**config.mk**
```make
export PLATFORM = sky130hd
export DESIGN_NAME = pixel_row_readout_flat
export DESIGN_NICKNAME = d
export VERILOG_FILES = /design/src/rtl/pixel_row_readout_pkg.sv /design/src/rtl/pixel_row_readout_if.sv /design/src/rtl/pixel_row_readout_onehot_row_encoder.sv /design/src/rtl/pixel_row_readout.sv /design/src/flat_wrapper.sv
export SDC_FILE = /design/constraint.sdc
export NUM_CORES = 1
export LEC_CHECK = 0
export CORE_MARGIN = 5
export CORE_UTILIZATION = 50
export CTS_CLUSTER_SIZE = 24
export DETAILED_ROUTE_END_ITERATION = 10
export PLACE_DENSITY = 0.74
export SLEW_MARGIN = 20
export SYNTH_ARGS = -nofsm -noshare
export SYNTH_HDL_FRONTEND = slang
export SYNTH_SLANG_ARGS = --single-unit
```
**constraint.sdc**
```tcl
create_clock -name clk -period 6.2 [get_ports clk]
set_input_delay 1.24 -clock clk [delete_from_list [all_inputs] [get_ports clk]]
set_output_delay 1.24 -clock clk [all_outputs]
set_load 0.03 [all_outputs]
```
**src/rtl/pixel_row_readout_pkg.sv**
```systemverilog
// Shared configuration and types for the pixel row readout stage.
// Defaults match the sensor's default geometry.
package pixel_row_readout_pkg;
   localparam int PIXEL_ARRAY_WIDTH  = 4;
   localparam int PIXEL_ARRAY_HEIGHT = 4;
   localparam int PIXEL_BITS         = 8;
   localparam int ROW_IDX_BITS       = $clog2(PIXEL_ARRAY_HEIGHT);
   localparam int COL_IDX_BITS       = $clog2(PIXEL_ARRAY_WIDTH);

   typedef logic [PIXEL_BITS-1:0] pixel_t;
   typedef enum logic {RO_IDLE, RO_STREAM} readout_state_t;
endpackage

```
**src/rtl/pixel_row_readout_if.sv**
```systemverilog
// Pixel stream valid/ready bus with row/column/framing tags.
interface pixel_row_readout_if #(
   parameter int PIXEL_ARRAY_WIDTH  = 4,
   parameter int PIXEL_ARRAY_HEIGHT = 4,
   parameter int PIXEL_BITS         = 8
);
   logic [PIXEL_BITS-1:0]                 pixel_data;
   logic [$clog2(PIXEL_ARRAY_HEIGHT)-1:0] pixel_row;
   logic [$clog2(PIXEL_ARRAY_WIDTH)-1:0]  pixel_col;
   logic                                  pixel_sof;
   logic                                  pixel_eol;
   logic                                  pixel_valid;
   logic                                  pixel_ready;

   modport master (output pixel_data, pixel_row, pixel_col, pixel_sof, pixel_eol,
                   pixel_valid, input pixel_ready);
   modport slave  (input pixel_data, pixel_row, pixel_col, pixel_sof, pixel_eol,
                   pixel_valid, output pixel_ready);
endinterface

```
**src/rtl/pixel_row_readout_onehot_row_encoder.sv**
```systemverilog
// Encodes the one-hot row select into a binary row index and flags
// selects that are not exactly one-hot.
module onehot_row_encoder #(
   parameter int PIXEL_ARRAY_HEIGHT = 4,
   localparam int RW = $clog2(PIXEL_ARRAY_HEIGHT)
) (
   input  logic [PIXEL_ARRAY_HEIGHT-1:0] sel_i,
   output logic [RW-1:0]                 index_o,
   output logic                          onehot_o
);
   always_comb begin
      index_o = '0;
      for (int i = 0; i < PIXEL_ARRAY_HEIGHT; i++)
         if (sel_i[i]) index_o = index_o | RW'(i);
      onehot_o = (sel_i != '0) &&
                 ((sel_i & (sel_i - PIXEL_ARRAY_HEIGHT'(1))) == '0);
   end
endmodule

```
**src/rtl/pixel_row_readout.sv**
```systemverilog
// Captures converted pixel rows into a two-entry ping-pong buffer and streams
// them one pixel per beat with row/column/framing tags.
module pixel_row_readout
   import pixel_row_readout_pkg::*;
#(
   parameter int PIXEL_ARRAY_WIDTH  = pixel_row_readout_pkg::PIXEL_ARRAY_WIDTH,
   parameter int PIXEL_ARRAY_HEIGHT = pixel_row_readout_pkg::PIXEL_ARRAY_HEIGHT,
   parameter int PIXEL_BITS         = pixel_row_readout_pkg::PIXEL_BITS
) (
   input  logic                                    clk,
   input  logic                                    rst_n,
   input  logic [PIXEL_ARRAY_HEIGHT-1:0]           sensor_row_select_i,
   input  logic [PIXEL_ARRAY_WIDTH*PIXEL_BITS-1:0] row_data_i,
   input  logic                                    row_data_valid_i,
   input  logic                                    status_clear_i,
   pixel_row_readout_if.master                     px,
   output logic                                    overflow_o,
   output logic                                    row_error_o
);
   localparam int W  = PIXEL_ARRAY_WIDTH;
   localparam int RW = $clog2(PIXEL_ARRAY_HEIGHT);
   localparam int CW = $clog2(PIXEL_ARRAY_WIDTH);
   localparam int DW = PIXEL_ARRAY_WIDTH*PIXEL_BITS;

   logic [1:0][DW-1:0] buf_data_q;
   logic [1:0][RW-1:0] buf_row_q;
   logic [1:0]         full_q;
   logic               wr_ptr_q, rd_ptr_q;
   readout_state_t     state_q;
   logic [CW-1:0]      col_q;
   logic [RW-1:0]      row_q;
   logic [PIXEL_BITS-1:0] data_q;
   logic               valid_q, sof_q, eol_q, overflow_q, row_error_q;

   logic [RW-1:0] enc_idx;
   logic          enc_onehot;

   onehot_row_encoder #(.PIXEL_ARRAY_HEIGHT(PIXEL_ARRAY_HEIGHT)) u_enc (
      .sel_i    (sensor_row_select_i),
      .index_o  (enc_idx),
      .onehot_o (enc_onehot)
   );

   logic          err_new, ovf_new, capture, xfer, last, free;
   logic          ld_d, idle_d;
   logic [DW-1:0] ld_word_d;
   logic [RW-1:0] ld_row_d;
   logic [CW-1:0] ld_col_d;

   assign err_new = row_data_valid_i & ~enc_onehot;
   assign ovf_new = row_data_valid_i & enc_onehot & full_q[wr_ptr_q];
   assign capture = row_data_valid_i & enc_onehot & ~full_q[wr_ptr_q];
   assign xfer    = valid_q & px.pixel_ready;
   assign last    = (col_q == CW'(W-1));
   assign free    = (state_q == RO_STREAM) & xfer & last;

   // Selects the beat to present after this edge; idle->stream bypasses the
   // buffer so the first beat appears in the cycle after the capture edge.
   always_comb begin
      ld_d      = 1'b0;
      idle_d    = 1'b0;
      ld_word_d = buf_data_q[rd_ptr_q];
      ld_row_d  = buf_row_q[rd_ptr_q];
      ld_col_d  = '0;
      case (state_q)
         RO_IDLE: begin
            if (full_q[rd_ptr_q]) begin
               ld_d = 1'b1;
            end else if (capture && (wr_ptr_q == rd_ptr_q)) begin
               ld_d      = 1'b1;
               ld_word_d = row_data_i;
               ld_row_d  = enc_idx;
            end
         end
         RO_STREAM: begin
            if (xfer && last) begin
               if (full_q[~rd_ptr_q]) begin
                  ld_d      = 1'b1;
                  ld_word_d = buf_data_q[~rd_ptr_q];
                  ld_row_d  = buf_row_q[~rd_ptr_q];
               end else begin
                  idle_d = 1'b1;
               end
            end else if (xfer) begin
               ld_d     = 1'b1;
               ld_col_d = col_q + 1'b1;
            end
         end
         default: idle_d = 1'b1;
      endcase
   end

   always_ff @(posedge clk or negedge rst_n) begin
      if (!rst_n) begin
         buf_data_q  <= '0;
         buf_row_q   <= '0;
         full_q      <= '0;
         wr_ptr_q    <= 1'b0;
         rd_ptr_q    <= 1'b0;
         state_q     <= RO_IDLE;
         col_q       <= '0;
         row_q       <= '0;
         data_q      <= '0;
         valid_q     <= 1'b0;
         sof_q       <= 1'b0;
         eol_q       <= 1'b0;
         overflow_q  <= 1'b0;
         row_error_q <= 1'b0;
      end else begin
         row_error_q <= (row_error_q & ~status_clear_i) | err_new;
         overflow_q  <= (overflow_q & ~status_clear_i) | ovf_new;
         // Capture targets an empty buffer and free targets a full one, so the
         // two full_q writes below never hit the same bit.
         if (capture) begin
            buf_data_q[wr_ptr_q] <= row_data_i;
            buf_row_q[wr_ptr_q]  <= enc_idx;
            full_q[wr_ptr_q]     <= 1'b1;
            wr_ptr_q             <= ~wr_ptr_q;
         end
         if (free) begin
            full_q[rd_ptr_q] <= 1'b0;
            rd_ptr_q         <= ~rd_ptr_q;
         end
         if (ld_d) begin
            state_q <= RO_STREAM;
            valid_q <= 1'b1;
            data_q  <= ld_word_d[int'(ld_col_d)*PIXEL_BITS +: PIXEL_BITS];
            row_q   <= ld_row_d;
            col_q   <= ld_col_d;
            sof_q   <= (ld_row_d == '0) && (ld_col_d == '0);
            eol_q   <= (ld_col_d == CW'(W-1));
         end else if (idle_d) begin
            state_q <= RO_IDLE;
            valid_q <= 1'b0;
            data_q  <= '0;
            row_q   <= '0;
            col_q   <= '0;
            sof_q   <= 1'b0;
            eol_q   <= 1'b0;
         end
      end
   end

   assign px.pixel_data  = data_q;
   assign px.pixel_row   = row_q;
   assign px.pixel_col   = col_q;
   assign px.pixel_sof   = sof_q;
   assign px.pixel_eol   = eol_q;
   assign px.pixel_valid = valid_q;
   assign overflow_o     = overflow_q;
   assign row_error_o    = row_error_q;
endmodule

```
**src/flat_wrapper.sv**
```systemverilog
// flat-port wrapper written by rule: the top's interface ports become plain ports
module pixel_row_readout_flat import pixel_row_readout_pkg::*;
#(
   parameter int PIXEL_ARRAY_WIDTH  = pixel_row_readout_pkg::PIXEL_ARRAY_WIDTH,
   parameter int PIXEL_ARRAY_HEIGHT = pixel_row_readout_pkg::PIXEL_ARRAY_HEIGHT,
   parameter int PIXEL_BITS         = pixel_row_readout_pkg::PIXEL_BITS
)
  (clk, rst_n, sensor_row_select_i, row_data_i, row_data_valid_i, status_clear_i, overflow_o, row_error_o, px_pixel_data, px_pixel_row, px_pixel_col, px_pixel_sof, px_pixel_eol, px_pixel_valid, px_pixel_ready);
  pixel_row_readout_if #(.PIXEL_ARRAY_WIDTH(PIXEL_ARRAY_WIDTH), .PIXEL_ARRAY_HEIGHT(PIXEL_ARRAY_HEIGHT), .PIXEL_BITS(PIXEL_BITS)) px_i ();
  input  logic clk;
  input  logic rst_n;
  input  logic [PIXEL_ARRAY_HEIGHT-1:0] sensor_row_select_i;
  input  logic [PIXEL_ARRAY_WIDTH*PIXEL_BITS-1:0] row_data_i;
  input  logic row_data_valid_i;
  input  logic status_clear_i;
  output logic overflow_o;
  output logic row_error_o;
  output wire logic [$bits(px_i.pixel_data)-1:0] px_pixel_data;
  output wire logic [$bits(px_i.pixel_row)-1:0] px_pixel_row;
  output wire logic [$bits(px_i.pixel_col)-1:0] px_pixel_col;
  output wire logic [$bits(px_i.pixel_sof)-1:0] px_pixel_sof;
  output wire logic [$bits(px_i.pixel_eol)-1:0] px_pixel_eol;
  output wire logic [$bits(px_i.pixel_valid)-1:0] px_pixel_valid;
  input wire logic [$bits(px_i.pixel_ready)-1:0] px_pixel_ready;
  assign px_pixel_data = px_i.pixel_data;
  assign px_pixel_row = px_i.pixel_row;
  assign px_pixel_col = px_i.pixel_col;
  assign px_pixel_sof = px_i.pixel_sof;
  assign px_pixel_eol = px_i.pixel_eol;
  assign px_pixel_valid = px_i.pixel_valid;
  assign px_i.pixel_ready = px_pixel_ready;
  pixel_row_readout #(.PIXEL_ARRAY_WIDTH(PIXEL_ARRAY_WIDTH), .PIXEL_ARRAY_HEIGHT(PIXEL_ARRAY_HEIGHT), .PIXEL_BITS(PIXEL_BITS)) u_core (.clk(clk), .rst_n(rst_n), .sensor_row_select_i(sensor_row_select_i), .row_data_i(row_data_i), .row_data_valid_i(row_data_valid_i), .status_clear_i(status_clear_i), .px(px_i), .overflow_o(overflow_o), .row_error_o(row_error_o));
endmodule
```
==> metrics, run 1 <==
routed len/inst 18.6 µm; input/output buffers 57; CTS Buffer Depth 2; clock network power share 0.169; register area 2230 µm²; sequential cell area fraction in the yosys report 0.498; CTS tree built; CTS clk-pin slew, worst paths 0.09 ns; total grt overflow 0; crit path DAT 3.74 ns; critical path endpoint category flop; initial antenna violation count 0; status completed; Final Cycle Share 0.563; Final ANT Viol Nets 0; synthesized cell area 4470 µm²; Yosys reg bits 89; GPL Wtd Cong 0.775; first-pass GRT wire length 15900 µm; Hold Violations, Final 0; die area 10900 µm²; GR Util All Layers 0.180; total CTS buffers 9; worst stage delay on the critical path 0.71 ns; largest cells by area after synthesis dfrtp_1 (50%), mux2_2 (19%), mux2_4 (4.7%); Mapped Nets 394; share of cells above drive strength 1 0.293; number of fill cells 715; final wirelength 9690 µm; most common cell after layout, fill and taps aside dfrtp_1; area of the multi-input gates 2110 µm²; CP Max Fanout 18; P_int 1.76 mW; post-CTS setup buffers 0; hold path depth 1; r2r setup slk 3.17 ns; cell count after placement 505; Top delay family on crit path compound AO/OA/AOI/OAI gates; Residual DRC 0; worst hold start u_core.buf_data_q[30]; Design Power 2.74 mW; critical path startpoint category input port; hold path endpoint u_core.buf_data_q[30]; Via density 5.77; Yosys top cell area share 0.498; worst path cell trace clkdlybuf4s50_1, nand3_1, o21ai_4, mux2_2, o211ai_1, o21ai_0, a32o_1; Core Region 8720 µm²; post-CTS sizing 0; combinational share of power 0.442; PwrDens 514 nW/µm²; Peak Freq 0.286 GHz; Worst-Skew Late Latency 0.36 ns; worst relative slew slack 0.286; Leakage 2.41 nW; reg-to-reg startpoint u_core.state_q; number of global-route vias before repair 3142; die width 105 µm; Slew Viols, Final 0; Post-synth EDFFs 0; nets@finish 450; maximum VDD drop 0.000232 V; Slew @ Worst Pin 1.06 ns; most frequent cells in the layout dfrtp_1 (89), mux2_2 (74), clkdlybuf4s50_1 (56), nand2_1 (25), nor2_1 (22); Num Clock Sinks 89; Hold-fix buffers, CTS 0; slowest CP cell o21ai_4; CP Buf/Inv Count 1; Setup CP Type in2reg; TNS Setup 0 ns; R2R cell count 6; area delta synth->final 19.3%; Max-cap violations 0; Yosys top cell by area dfrtp_1; Main synth FF type dfrtp_1; Flop pwr share 0.389; Die Y 105 µm; CTS root buffer clkbuf_8; n_diodes 0; endpoints failing setup 0; H-tree depth 3; DR pass1 iterations 5; Syn Area/Cell 12.7 µm²; Post-DP HPWL 6670 µm; total number of vias 3005; Initial Util 0.513; Synth warnings 0; sw frac 0.359; worst hold path class reg2reg; WP data required 6.44 ns; largest net degree at the start of global routing 48; Psw 0.985 mW; Reg-to-Reg End u_core.px.pixel_data[4]; Async SR Flop Fraction 1.00; initial DRC count 128; Hold Slack 0.508 ns; Cell variety after synth 43; # rows 34; Layout Skew 0.00840 ns; Syn Inst Count 352; Layout Cells excl Fill 521; Ports 58; clock period minus final worst setup slack 3.49 ns; CP Launch Point px_pixel_ready; RSZ-0062 raised after global routing false
==> registers in the layout, indices dropped and copies added (netlist names), 2 cells and up <==
signal and cells:
u_core.px.pixel_row 2, u_core.px.pixel_col 2, u_core.px.pixel_data 8, u_core.buf_row_q 4, u_core.buf_data_q 64, u_core.full_q 2
==> area by class of cell <==
cell class              instances  share of cell area
clock buffers                  11              0.0284
flip-flops and latches         89               0.417
multi-input cells             240               0.395
well taps                     108              0.0253
repair buffers                 63               0.115
clock inverters                 5              0.0159
inverters                       5             0.00352
==> worst reg2reg max path, cell delays in order (launching register included) <==
cell      delay [ns]
dfrtp_1         0.84
nand3_1         0.40
o21ai_4         0.71
mux2_2          0.42
o211ai_1        0.15
o21ai_0         0.12
a32o_1          0.28
==> routing by layer <==
metal  share of wire  global-route usage  routed length, µm  up-vias
met1            0.46               0.242               4430     1533
met3           0.040              0.0512                384       12
met4          0.0086              0.0329                 83        0
met2            0.49               0.296               4800       57
li1                -                   -                  -     1403
met5               0                   0                  0        -
==> metrics by stage <==
stage / util / instance area, µm² / setup slack, ns
floorplan: - / 4470 / 3.32
global placement: 0.585 / 5100 / 2.42
detailed placement: 0.585 / 5100 / 2.35
CTS: 0.612 / 5340 / 2.72
global route: 0.612 / 5340 / 2.59
finish: 0.612 / 5340 / 2.71
==> worst max-delay path by stage <==
stage | endpoint | slack [ns] | depth (start not counted)
after floorplan | u_core.buf_data_q[42] | 3.32 | 7
final | u_core.px.pixel_data[4] | 2.71 | 7
after detailed placement | u_core.px.pixel_data[4] | 2.35 | 7
after global routing | u_core.px.pixel_data[4] | 2.59 | 7
after global placement | u_core.px.pixel_data[4] | 2.42 | 7
after CTS | u_core.px.pixel_data[4] | 2.72 | 7
==> power by group through the flow <==
stage / clock [mW] / combinational, mW / sequential, mW
after floorplan: 0 / 0.862 / 1.08
after global placement: 0 / 1.19 / 1.06
after detailed placement: 0 / 1.22 / 1.07
after CTS: 0.472 / 1.22 / 1.06
after global routing: 0.500 / 1.32 / 1.10
final: 0.463 / 1.21 / 1.07
==> Yosys cell counts (2+ instances only) <==
master,count
dfrtp_1,89
mux2_2,74
nand2_1,25
nor2_1,22
mux2i_1,20
mux2_4,14
nor2b_1,12
o21ai_0,10
a211oi_1,6
a21oi_1,6
a221o_1,6
buf_2,6
o41ai_2,6
buf_6,5
clkbuf_1,5
inv_1,5
a2111oi_0,4
nand3_1,3
nor3_1,3
o211ai_1,3
a22o_1,2
a311oi_1,2
a32o_1,2
buf_4,2
nand3b_1,2
==> kinds of logic (layout without fill, tap and decap cells) <==
kind of cell	count (synthesis)	count (layout)	share of synthesized area
multiplexers	108	108	0.278
flip-flops	89	89	0.498
AND/OR/NAND/NOR	72	72	0.0764
AO/OA/AOI/OAI	57	57	0.110
buffers and inverters	23	84	0.0310
XOR/XNOR	2	2	0.00392
adder cells (fa/ha/maj)	1	1	0.00280
Note: power is estimated with default switching activity, not from simulation.
==> run 2: changes to the inputs <==
==> constraint.sdc (replaced) <==
create_clock -name clk -period 3.4 [get_ports clk]
set_input_delay 0.68 -clock clk [delete_from_list [all_inputs] [get_ports clk]]
set_output_delay 0.68 -clock clk [all_outputs]
set_load 0.03 [all_outputs]
==> run 2 against run 1 <==
Effect of this change:
- non-clock buffer count rose by 5
- sequential power grew 79%
- wire length fell by 0.77%
- clock-buffer cell count is 1 higher
- hold slack worse by 0.24 ns
- sequential share of layout area increased by 0.13 points
- first-iteration DRC count is 37% lower
- flip-flop and latch count unchanged
- register-to-register slack worse by 2.3 ns
- critical path type unchanged
- largest cell class unchanged
- highest routed layer unchanged
==> metrics, run 2 (synthesis gave the netlist of run 1 again) <==
critical path endpoint category flop; total grt overflow 0 (unchanged); crit path DAT 2.98 ns (-0.76 ns); most common cell after layout, fill and taps aside dfrtp_1; post-placement cell area 5140 µm² (+0.74%); slowest CP cell or3b_2; maximum VDD drop 0.000406 V (+75%); nets@finish 455 (+1.1%); H-tree depth 3 (unchanged); CTS clk-pin slew, worst paths 0.09 ns (about the same); Setup CP Type in2reg; post-CTS sizing 0 (unchanged); most frequent cells in the layout dfrtp_1 (89), mux2_2 (74), clkdlybuf4s50_1 (56), nand2_1 (25), nor2_1 (22); Slew Viols, Final 0 (unchanged); Reg with most FFs u_core.buf_data_q; WP data required 3.67 ns (-2.77 ns); n_diodes 0 (unchanged); GR Util All Layers 0.185 (+0.00511); Via density 5.71 (-1.0%); critical path startpoint category input port; TNS Setup 0 ns (unchanged); DR pass1 iterations 4 (-1); number of global-route vias before repair 3235 (+3.0%); CTS root buffer clkbuf_8; PwrDens 916 nW/µm² (+78%); die width 105 µm (unchanged); status completed; Hold Violations, Final 0 (unchanged); routed len/inst 18.3 µm (-1.7%); RSZ-0062 raised after global routing false; cell count after placement 510 (+0.99%); CP Buf/Inv Count 2 (+1); Final Cycle Share 0.796; Initial Util 0.513 (unchanged); CTS tree built; Post-Layout Inst Area 5320 µm² (-0.30%); Leakage 2.42 nW (+0.18%); Max-cap violations 0 (unchanged); clock period minus final worst setup slack 2.71 ns; area delta synth->final 19.0%; input/output buffers 57 (unchanged); total CTS buffers 9 (unchanged); total number of vias 3002 (-0.10%); Layout Cells excl Fill 526 (+0.96%); # rows 34 (unchanged); post-CTS setup buffers 0 (unchanged); Slew @ Worst Pin 0.582 ns (-0.481 ns); initial antenna violation count 0 (unchanged); CP Max Fanout 38 (+20); Layout Skew 0.0102 ns (+0.00176 ns); worst path cell trace clkdlybuf4s50_1, nor4b_2, a21oi_1, a21bo_1, or3b_2, buf_4, nor2b_1, a41oi_1; die area 10900 µm² (unchanged); Residual DRC 0 (unchanged); GPL Wtd Cong 0.758 (-2.2%); Die Y 105 µm (unchanged); Top delay family on crit path simple AND/OR/NAND/NOR gates; Peak Freq 0.369 GHz; initial DRC count 81 (-37%); Final ANT Viol Nets 0 (unchanged); final wirelength 9620 µm (-0.77%); endpoints failing setup 0 (unchanged); Num Clock Sinks 89 (unchanged); max reg flops 64 (unchanged); largest net degree at the start of global routing 39 (-19%); first-pass GRT wire length 16300 µm (+2.2%); Hold-fix buffers, CTS 0 (unchanged); Core Region 8720 µm² (unchanged); Post-DP HPWL 6700 µm (+0.48%); share of cells above drive strength 1 0.299 (+0.00606); worst stage delay on the critical path 0.47 ns (-0.24 ns); Ports 58 (unchanged); CTS Buffer Depth 2 (unchanged); Worst-Skew Late Latency 0.36 ns (about the same); worst relative slew slack 0.612 (+0.326); worst hold path class in2async
-- run 2: cell count changes in the layout (fill, tap and decap cells not counted) --
cell	previous run	this run
clkbuf_1	0	1
buf_4	7	12
bufinv_16	2	0
clkinvlp_4	1	0
clkinv_4	1	2
inv_6	1	0
clkinv_2	0	2
-- run 2: through the flow --
stage               power (mW)  hold WS [ns]   util  setup slack [ns]
floorplan                 3.55         0.384      -             0.980
global placement          4.14         0.478  0.589             0.375
detailed placement        4.22         0.476  0.589             0.316
CTS                       4.91         0.280  0.610             0.681
global route              5.20         0.298  0.610             0.539
finish                    4.88         0.269  0.610             0.694
-- run 2: layout make-up --
type,count,area [µm²]
Multi-Input combinational cell,240,2110
Timing Repair Buffer,68,651
Sequential cell,89,2230
Fill cell,691,3400
Inverter,5,18.8
Clock inverter,4,27.5
Clock buffer,12,155
Tap cell,108,135
-- run 2: final timing paths --
kind | end | slack [ns] | depth (start not counted) | from
worst max-delay path | u_core.full_q[1] | 0.69 | 8 | sensor_row_select_i[0]
worst min-delay path | u_core.rd_ptr_q | 0.27 | 1 | rst_n
worst max register to register | u_core.px.pixel_data[0] | 0.84 | 7 | u_core.px.pixel_col[0]
worst min register to register | u_core.px.pixel_sof | 0.49 | 2 | u_core.px.pixel_sof
max in group asynchronous | u_core.buf_data_q[50] | 2.37 | 2 | rst_n
min in group clk | u_core.px.pixel_sof | 0.49 | 2 | u_core.px.pixel_sof
-- run 2: per-layer routing --
metal,share of wire,vias to the layer above,GRT usage
li1,-,1414,-
met1,0.46,1517,0.246
met2,0.48,57,0.302
met3,0.041,14,0.0444
met4,0.016,0,0.0575
met5,0,-,0
-- run 2: where the power goes --
| group | internal, mW | switching (mW) | leakage, nW |
|---|---|---|---|
| combinational | 1.20 | 1.08 | 1.21 |
| sequential | 1.57 | 0.339 | 1.11 |
| clock | 0.306 | 0.380 | 0.0963 |
| total | 3.08 | 1.79 | 2.42 |
